===== config.mk =====
export PLATFORM = sky130hd
export DESIGN_NAME = posit_mul_arbiter_flat
export DESIGN_NICKNAME = d
export VERILOG_FILES = /design/src/rtl/posit_mul_arbiter_if.sv /design/src/rtl/posit_mul_arbiter.sv /design/src/flat_wrapper.sv
export SDC_FILE = /design/constraint.sdc
export NUM_CORES = 1
export LEC_CHECK = 0
export ABC_AREA = 0
export CAP_MARGIN = 20
export CORE_AREA = 2 2 159 161
export DETAILED_ROUTE_END_ITERATION = 8
export DIE_AREA = 0 0 161 163
export PLACE_DENSITY_LB_ADDON = 0.1
export SLEW_MARGIN = 20
export SYNTH_ARGS = -nofsm -noshare
export SYNTH_HDL_FRONTEND = slang
export SYNTH_SLANG_ARGS = --single-unit

===== constraint.sdc =====
create_clock -name clk -period 12 [get_ports clk]
set_input_delay 2.4 -clock clk [delete_from_list [all_inputs] [get_ports clk]]
set_output_delay 2.4 -clock clk [all_outputs]
set_load 0.05 [all_outputs]

===== src/rtl/posit_mul_arbiter_if.sv =====
// Bundle of requester, response and posit_mul core signals shared by the arbiter.
// The slave modport is the arbiter's view; master is the environment's view.
interface posit_mul_arbiter_if #(
    parameter int NUM_REQ = 4
);
    logic [NUM_REQ-1:0]    req_valid;
    logic [NUM_REQ-1:0]    req_ready;
    logic [32*NUM_REQ-1:0] req_a;
    logic [32*NUM_REQ-1:0] req_b;
    logic [NUM_REQ-1:0]    rsp_valid;
    logic [NUM_REQ-1:0]    rsp_ready;
    logic [31:0]           rsp_data;
    logic                  rsp_err;
    logic [2:0]            grant_id;
    logic                  busy;
    logic                  mul_start;
    logic [31:0]           mul_a;
    logic [31:0]           mul_b;
    logic [31:0]           mul_result;
    logic                  mul_done;
    logic                  mul_rst_n;

    modport slave (
        input  req_valid, req_a, req_b, rsp_ready, mul_result, mul_done,
        output req_ready, rsp_valid, rsp_data, rsp_err, grant_id, busy,
               mul_start, mul_a, mul_b, mul_rst_n
    );

    modport master (
        output req_valid, req_a, req_b, rsp_ready, mul_result, mul_done,
        input  req_ready, rsp_valid, rsp_data, rsp_err, grant_id, busy,
               mul_start, mul_a, mul_b, mul_rst_n
    );
endinterface


===== src/rtl/posit_mul_arbiter.sv =====
// Round-robin scheduler sharing one posit_mul core among NUM_REQ requesters,
// with zero/NaR short-circuit and timeout recovery of a hung core.
module posit_mul_arbiter #(
    parameter int NUM_REQ = 4,
    parameter int TIMEOUT = 255,
    parameter int LAT_W   = 8
) (
    input logic               clk,
    input logic               rst,
    posit_mul_arbiter_if.slave bus
);
    localparam logic [31:0] NAR = 32'h8000_0000;

    typedef enum logic [2:0] {IDLE, ISSUE, WAIT, FLUSH, RESP} state_t;

    state_t             state, state_d;
    logic [LAT_W-1:0]   cnt;
    logic               flush_cnt;
    logic [2:0]         last_grant;
    logic [2:0]         grant_id_r;
    logic [31:0]        mul_a_r, mul_b_r;
    logic [31:0]        rsp_data_r;
    logic               rsp_err_r;

    logic [NUM_REQ-1:0] rot;
    logic [3:0]         sum;
    logic [2:0]         gnt;
    logic               gnt_found;
    logic [31:0]        sel_a, sel_b;
    logic               fast_hit;
    logic [31:0]        fast_val;
    logic [NUM_REQ-1:0] rsp_vec;
    logic               rsp_hit;

    // Rotate so bit 0 is the requester right after last_grant; the first set
    // bit of the rotated vector is the round-robin winner.
    always_comb begin
        rot       = NUM_REQ'({bus.req_valid, bus.req_valid} >> (last_grant + 3'd1));
        sum       = '0;
        gnt       = '0;
        gnt_found = 1'b0;
        for (int i = 0; i < NUM_REQ; i++) begin
            if (!gnt_found && rot[i]) begin
                gnt_found = 1'b1;
                sum       = {1'b0, last_grant} + 4'd1 + 4'(i);
                if (sum >= 4'(NUM_REQ)) sum = sum - 4'(NUM_REQ);
                gnt       = sum[2:0];
            end
        end
    end

    always_comb begin
        sel_a = '0;
        sel_b = '0;
        for (int j = 0; j < NUM_REQ; j++) begin
            if (gnt == 3'(j)) begin
                sel_a = bus.req_a[j*32 +: 32];
                sel_b = bus.req_b[j*32 +: 32];
            end
        end
        fast_hit = (sel_a == NAR) || (sel_b == NAR) || (sel_a == '0) || (sel_b == '0);
        fast_val = ((sel_a == NAR) || (sel_b == NAR)) ? NAR : 32'h0;
    end

    assign rsp_vec = (state == RESP) ? (NUM_REQ'(1) << grant_id_r) : '0;
    assign rsp_hit = |(bus.rsp_ready & rsp_vec);

    always_comb begin
        state_d       = state;
        bus.req_ready = '0;
        case (state)
            IDLE: begin
                if (gnt_found && !rst) begin
                    bus.req_ready = NUM_REQ'(1) << gnt;
                    state_d       = fast_hit ? RESP : ISSUE;
                end
            end
            ISSUE: state_d = WAIT;
            WAIT: begin
                if (bus.mul_done)                  state_d = RESP;
                else if (cnt == LAT_W'(TIMEOUT))   state_d = FLUSH;
            end
            FLUSH: if (flush_cnt) state_d = RESP;
            RESP:  if (rsp_hit)   state_d = IDLE;
            default: state_d = IDLE;
        endcase
    end

    always_ff @(posedge clk) begin
        if (rst) begin
            state      <= IDLE;
            cnt        <= '0;
            flush_cnt  <= 1'b0;
            last_grant <= 3'(NUM_REQ - 1);
            grant_id_r <= '0;
            mul_a_r    <= '0;
            mul_b_r    <= '0;
            rsp_data_r <= '0;
            rsp_err_r  <= 1'b0;
        end else begin
            state <= state_d;
            case (state)
                IDLE: begin
                    if (gnt_found) begin
                        grant_id_r <= gnt;
                        mul_a_r    <= sel_a;
                        mul_b_r    <= sel_b;
                        if (fast_hit) begin
                            rsp_data_r <= fast_val;
                            rsp_err_r  <= 1'b0;
                        end
                    end
                end
                ISSUE: begin
                    cnt       <= '0;
                    flush_cnt <= 1'b0;
                end
                WAIT: begin
                    cnt <= cnt + 1'b1;
                    // done beats a coincident timeout
                    if (bus.mul_done) begin
                        rsp_data_r <= bus.mul_result;
                        rsp_err_r  <= 1'b0;
                    end else if (cnt == LAT_W'(TIMEOUT)) begin
                        rsp_data_r <= NAR;
                        rsp_err_r  <= 1'b1;
                    end
                end
                FLUSH: flush_cnt <= 1'b1;
                RESP:  if (rsp_hit) last_grant <= grant_id_r;
                default: ;
            endcase
        end
    end

    assign bus.mul_start = (state == ISSUE);
    assign bus.busy      = (state != IDLE);
    assign bus.mul_rst_n = !rst && (state != FLUSH);
    assign bus.rsp_valid = rsp_vec;
    assign bus.rsp_data  = rsp_data_r;
    assign bus.rsp_err   = rsp_err_r;
    assign bus.grant_id  = grant_id_r;
    assign bus.mul_a     = mul_a_r;
    assign bus.mul_b     = mul_b_r;
endmodule


===== src/flat_wrapper.sv =====
// flat-port wrapper written by rule: the top's interface ports become plain ports
module posit_mul_arbiter_flat 
#(
    parameter int NUM_REQ = 4,
    parameter int TIMEOUT = 255,
    parameter int LAT_W   = 8
)
  (clk, rst, bus_req_valid, bus_req_a, bus_req_b, bus_rsp_ready, bus_mul_result, bus_mul_done, bus_req_ready, bus_rsp_valid, bus_rsp_data, bus_rsp_err, bus_grant_id, bus_busy, bus_mul_start, bus_mul_a, bus_mul_b, bus_mul_rst_n);
  posit_mul_arbiter_if #(.NUM_REQ(NUM_REQ)) bus_i ();
  input logic clk;
  input logic rst;
  input wire logic [$bits(bus_i.req_valid)-1:0] bus_req_valid;
  input wire logic [$bits(bus_i.req_a)-1:0] bus_req_a;
  input wire logic [$bits(bus_i.req_b)-1:0] bus_req_b;
  input wire logic [$bits(bus_i.rsp_ready)-1:0] bus_rsp_ready;
  input wire logic [$bits(bus_i.mul_result)-1:0] bus_mul_result;
  input wire logic [$bits(bus_i.mul_done)-1:0] bus_mul_done;
  output wire logic [$bits(bus_i.req_ready)-1:0] bus_req_ready;
  output wire logic [$bits(bus_i.rsp_valid)-1:0] bus_rsp_valid;
  output wire logic [$bits(bus_i.rsp_data)-1:0] bus_rsp_data;
  output wire logic [$bits(bus_i.rsp_err)-1:0] bus_rsp_err;
  output wire logic [$bits(bus_i.grant_id)-1:0] bus_grant_id;
  output wire logic [$bits(bus_i.busy)-1:0] bus_busy;
  output wire logic [$bits(bus_i.mul_start)-1:0] bus_mul_start;
  output wire logic [$bits(bus_i.mul_a)-1:0] bus_mul_a;
  output wire logic [$bits(bus_i.mul_b)-1:0] bus_mul_b;
  output wire logic [$bits(bus_i.mul_rst_n)-1:0] bus_mul_rst_n;
  assign bus_i.req_valid = bus_req_valid;
  assign bus_i.req_a = bus_req_a;
  assign bus_i.req_b = bus_req_b;
  assign bus_i.rsp_ready = bus_rsp_ready;
  assign bus_i.mul_result = bus_mul_result;
  assign bus_i.mul_done = bus_mul_done;
  assign bus_req_ready = bus_i.req_ready;
  assign bus_rsp_valid = bus_i.rsp_valid;
  assign bus_rsp_data = bus_i.rsp_data;
  assign bus_rsp_err = bus_i.rsp_err;
  assign bus_grant_id = bus_i.grant_id;
  assign bus_busy = bus_i.busy;
  assign bus_mul_start = bus_i.mul_start;
  assign bus_mul_a = bus_i.mul_a;
  assign bus_mul_b = bus_i.mul_b;
  assign bus_mul_rst_n = bus_i.mul_rst_n;
  posit_mul_arbiter #(.NUM_REQ(NUM_REQ), .TIMEOUT(TIMEOUT), .LAT_W(LAT_W)) u_core (.clk(clk), .rst(rst), .bus(bus_i));
endmodule

[After elaboration in Yosys (flattened, before gate mapping)]
Index checks and enable logic that the tools add are counted.
W data, S select, Z words.
Cells by class
  equal/unequal tests: 17
  bitwise logic cells: 1
  mux-type cells: 43
  $lt $le $gt $ge: 4
  $add $sub $neg: 10
  shifts and indexed selects: 3
  reduce and logical (&&, ||, !) cells: 25
Operators with widths (count)
  $mux W32: 13
  $eq A32 B32 Y1 const B: 2
  $logic_not A32 Y1: 2
  $pmux W32 S2: 1
  $mux W3: 14
  $ge A4 B3 Y1 const B: 4
  $pmux W8 S2: 1
  $pmux W3 S5: 1
  $eq A3 B2 Y1 const B: 4
  $mux W4: 3
  $sub A3 B3 Y3 const B: 4
  $ne A2 B1 Y1 const B: 5
  $add A4 B2 Y4 const B: 2
  $add A8 B1 Y8 const B: 1
  $eq A8 B8 Y1 const B: 1
  $mux W1: 8
  $reduce_and A4 Y1: 2
  $shl A1 B3 Y4 const A: 2
  $shr A8 B3 Y4: 1
  $eq A3 B1 Y1 const B: 2
  $logic_not A3 Y1: 2
  $ne A3 B2 Y1 const B: 2
  $reduce_bool A2 Y1: 3
  $logic_and A1 B1 Y1: 5
  11 further kinds: 18
Storage, ports and cells
  word-level logic and storage cells: 112
  bits in registers: 115

[Longest topological paths before layout]
  word-level depth: 24
  depth in mapped cells: 21
  mapped depth without buffers: 15

[Worst setup path before layout]
No wires, ideal clock.
  kind: input-to-output
  start point: input bus_req_valid[2]
  end point: output bus_req_ready[0]
  data arrival time: 6.128 ns
  path buffers: 8
  slack: 3.472 ns
  data required time: 9.600 ns
  stages: 13
  path through: mux2_1 > and2_0 > buf_2 > o31a_1 > and2_1 > buf_6 > buf_6 > buf_2 > buf_2 > buf_2 > clkbuf_1 > buf_2 > nor4_1
On the way
  word-level cells in the longest chain between the ends: 14
  elaborated cells between the ends (all ways): 19
Ends and longest elaborated chain
  start, declared: line flat_wrapper.sv:12  | input wire logic [$bits(bus_i.req_valid)-1:0] bus_req_valid;
  $shr A8 B3 Y4 (*): line posit_mul_arbiter.sv:38  | rot = NUM_REQ'({bus.req_valid, bus.req_valid} >> (last_grant + 3'd1));
  $mux W1: line posit_mul_arbiter.sv:43  | if (!gnt_found && rot[i]) begin
  $logic_not A1 Y1: line posit_mul_arbiter.sv:43
  $logic_and A1 B1 Y1: line posit_mul_arbiter.sv:43
  $mux W1: line posit_mul_arbiter.sv:43
  $logic_not A1 Y1: line posit_mul_arbiter.sv:43
  $logic_and A1 B1 Y1: line posit_mul_arbiter.sv:43
  $mux W1: line posit_mul_arbiter.sv:43
  $logic_not A1 Y1: line posit_mul_arbiter.sv:43
  $logic_and A1 B1 Y1: line posit_mul_arbiter.sv:43
  $mux W3 / $mux W1 (equally long branches): line posit_mul_arbiter.sv:43
  $shl A1 B3 Y4 / $logic_and A1 B1 Y1 (equally long branches): line posit_mul_arbiter.sv:74, posit_mul_arbiter.sv:73
  $mux W4 (*): line posit_mul_arbiter.sv:73  | if (gnt_found && !rst) begin
  $mux W4 (*): line posit_mul_arbiter.sv:71  | case (state)
  end, declared: line flat_wrapper.sv:18  | output wire logic [$bits(bus_i.req_ready)-1:0] bus_req_ready;
Every way passes the cells marked *; elsewhere a longest branch is shown, timed or not.

[Final worst setup path]
  start point: input bus_req_valid[1]
  end point: output bus_req_ready[3]
Same word-level chain as after synthesis.

==> impl_metrics.csv <==
group,metric,value,unit
power,swShare,52.6,%
timing,hold_viol_final,0,
setup_path,r2r_slack,5390,ps
placed_design,pre_cts_slack,3270,ps
clock_tree,h-tree-depth,4,
global_route,grt_pass1_vias,9196,
floorplan,std_cell_rows,58,
placed_design,io_buffers,409,
setup_path,worstSetupPathType,"in2out",
floorplan,die_height,163,µm
setup_path,crit_slowest_cell,"clkdlybuf4s50_1",
placed_design,dpl.hpwl,28600,µm
logic_synthesis,ys.flop_type,"dfxtp_1",
floorplan,io_pins,410,
timing,setup_ws,3230,ps
timing,final-setup-viol-count,0,
route,routedWlPerCell,21.3,µm
layout,drive_gt1_share,6.38,%
power,p_int,1.48,mW
route,drt_iter0_markers,790,
logic_synthesis,synth_area,7940,µm²
power,seq_power_share,19.3,%
run,maxCapViolations,0,
power,p_total,3.11,mW
global_route,grt_max_degree,77,
layout,area_delta_synth_final,60.3,%
logic_synthesis,synth_top_area_share,29.0,%
worst_hold_path,hold_class,"reg2reg",
clock_tree,cts_hold_buf,0,
worst_hold_path,holdPathStages,2,
timing,slew_viol_final,0,
logic_synthesis,yosys.area.top_type,"dfxtp_1",
power,power_frac_comb,64.3,%
logic_synthesis,avgSynthCellArea,7.36,µm²
clock_tree,cts_buffers,17,
clock_tree,ctsResizeCount,0,
setup_path,path_cells,"clkdlybuf4s50_1, or3b_4, a211oi_4, o31a_1, nand2_4, nor3_2, buf_4, and3_1, clkdlybuf4s50_1",
logic_synthesis,yosys-top-cells-area,"dfxtp_1, nand2_1, nand3_1",
clock_tree,post-cts-setup-buffers,0,
power,peakVddDrop,0.000132,V
power,p_leak,4.71,nW
setup_path,crit_path_frequent_cell,"clkdlybuf4s50_1",
clock_tree,cts_tree,"yes",
setup_path,cp_slowest_stage_delay,830,ps
setup_path,r2r_cells,15,
timing,max_clock_freq,114,MHz
logic_synthesis,synth.distinct_cells,86,
setup_path,crit_path_end_kind,"output pin",
logic_synthesis,synth_cells,1079,
layout,fin_nets,1733,
timing,slew_headroom,27.3,%
logic_synthesis,synthArstFlopShare,0,%
power,switching_power,1.64,mW
timing,setup_tns,0,ps
clock_tree,cts_num_sinks,115,
setup_path,r2r-start,"u_core.last_grant[0]",
route,vias,9843,
logic_synthesis,seq_area_frac_synth,29.0,%
timing,rsz0062_at_grt,"no",
route,dr.pass1.iters,5,
logic_synthesis,synth_edf_count,0,
global_route,grt.overflow.total,0,
floorplan,coreArea,24700,µm²
setup_path,path_delay_family,"buffers and inverters",
setup_path,r2r_end,"u_core.bus.rsp_data[18]",
clock_tree,path_clk_slew,70,ps
logic_synthesis,synth_common_cells,"nand2_1, dfxtp_1, nor2_1, nand3_1, a21oi_1",
timing,clock_skew,13.9,ps
global_route,antenna_found_initial,5,
floorplan,start_util,32.2,%
power,power_density,244,nW/µm²
clock_tree,ctsLongestPathBuffers,2,
placed_design,place_congestion,0.917,
timing,fin_hold_ws,455,ps
timing,tightest_slew,1090,ps
worst_hold_path,min_from,"u_core.bus.mul_b[24]",
route,drcViolationCount,0,
route,viasPerCell,5.55,
timing,fin_crit_sh,73.1,%
global_route,grt_pass1_wl,55100,µm
floorplan,dieArea,26200,µm²
power,clock_power_share,16.4,%
setup_path,arrival,6370,ps
logic_synthesis,synth.most_common_cell,"nand2_1",
setup_path,critical_path_buf_inv_count,3,
route,wl,37800,µm
setup_path,critical_path_required,9600,ps
logic_synthesis,ys_ff_latch,115,
run_status,outcome,"complete, no violations",
logic_synthesis,ys_warn_count,0,
floorplan,die_w,161,µm
setup_path,worst_setup_path_start_kind,"input pin",
clock_tree,insertion_delay,420,ps
clock_tree,clockRootBuffer,"clkbuf_16",
setup_path,critPathMaxFanout,48,
timing,min_period,8770,ps
route,antenna_left,0,
global_route,grt_usage,27.2,%
logic_synthesis,synth_fp_nets,1384,
worst_hold_path,hold_path_end,"u_core.bus.mul_b[24]",
## worst max-delay path by stage
| stage | from | endpoint | slack [ps] | cells after the start |
|---|---|---|---|---|
| final | bus_req_valid[1] | bus_req_ready[3] | 3230 | 9 |
| after global routing | bus_req_valid[1] | bus_req_ready[3] | 3010 | 9 |
| after CTS | bus_req_valid[1] | bus_req_ready[3] | 3270 | 9 |
| after detailed placement | bus_req_valid[1] | bus_req_ready[3] | 3270 | 9 |
| after global placement | bus_req_valid[1] | bus_req_ready[3] | 3340 | 9 |
| after floorplan | bus_req_valid[2] | bus_req_ready[0] | 3470 | 13 |
## state kept, by name (all words and copies together), names as in the netlist
register and flops:
u_core.state 3, u_core.bus.rsp_data 32, u_core.bus.mul_a 32, u_core.bus.grant_id 3, u_core.flush_cnt 1, u_core.bus.mul_b 32
u_core.last_grant 3, u_core.bus.rsp_err 1, u_core.cnt 8
## metrics by stage
step | cells | util, % | area [µm²]
finish | 1775 | 51.6 | 12700
global placement | 1739 | 49.2 | 12100
global route | 1775 | 51.6 | 12700
CTS | 1771 | 51.6 | 12700
detailed placement | 1739 | 49.2 | 12100
floorplan | 1079 | - | 7940
## cells in the final DEF, fill, tap and decap left out, types with 9 or more instances in the layout
master             n
nand2_1          203
nor4_1            24
clkdlybuf4s50_1  408
a22oi_1           16
nand3_1           89
nor3_1            27
buf_4             13
a21oi_1           55
nor2_1           109
mux2_2            11
a211oi_1          10
a31oi_1           11
and3_1             9
dfxtp_1          115
a22o_1            33
o21ai_0           30
a32oi_1           37
mux2i_1           27
clkbuf_16         17
o211ai_1           9
## cells by family after synthesis
group | synth area share [%]
buffers and inverters | 5.91
xor gates and xnor gates | 0.567
adders and majority gates | 0.945
AOI/OAI and AO/OA | 27.9
muxes | 5.61
DFF | 29.0
and+or+nand+nor | 30.0
## tightest hold or removal path: stages, from the launching register on
cell and delay [ps]:
dfxtp_1 310, nand2_1 50, a21oi_1 50
## power by group through the flow
stage / Clock (mW) / Combinational, mW / Sequential, mW
6_report: 0.511 / 2.00 / 0.602
3_5_place_dp: 0 / 1.99 / 0.603
3_3_place_gp: 0 / 1.98 / 0.606
2_1_floorplan: 0 / 0.914 / 1.01
5_1_grt: 0.536 / 2.13 / 0.615
4_1_cts: 0.520 / 1.99 / 0.600
## per-layer routing
layer	up-vias	part of all wire, %	track usage (%)
li1	4730	-	-
met1	4636	42	34.0
met2	428	49	46.7
met3	47	6.9	6.32
met4	2	2.0	8.04
met5	-	0.029	0
## area by class of cell
cell class / count / area [µm²]
Sequential cell: 115 / 2300
Fill cell: 2432 / 11900
Clock inverter: 14 / 144
Multi-Input combinational cell: 865 / 5220
Tap cell: 330 / 413
Antenna cell: 4 / 10.0
Inverter: 8 / 30.0
Clock buffer: 18 / 439
Timing Repair Buffer: 421 / 4180
(Power assumes the default switching activity.)
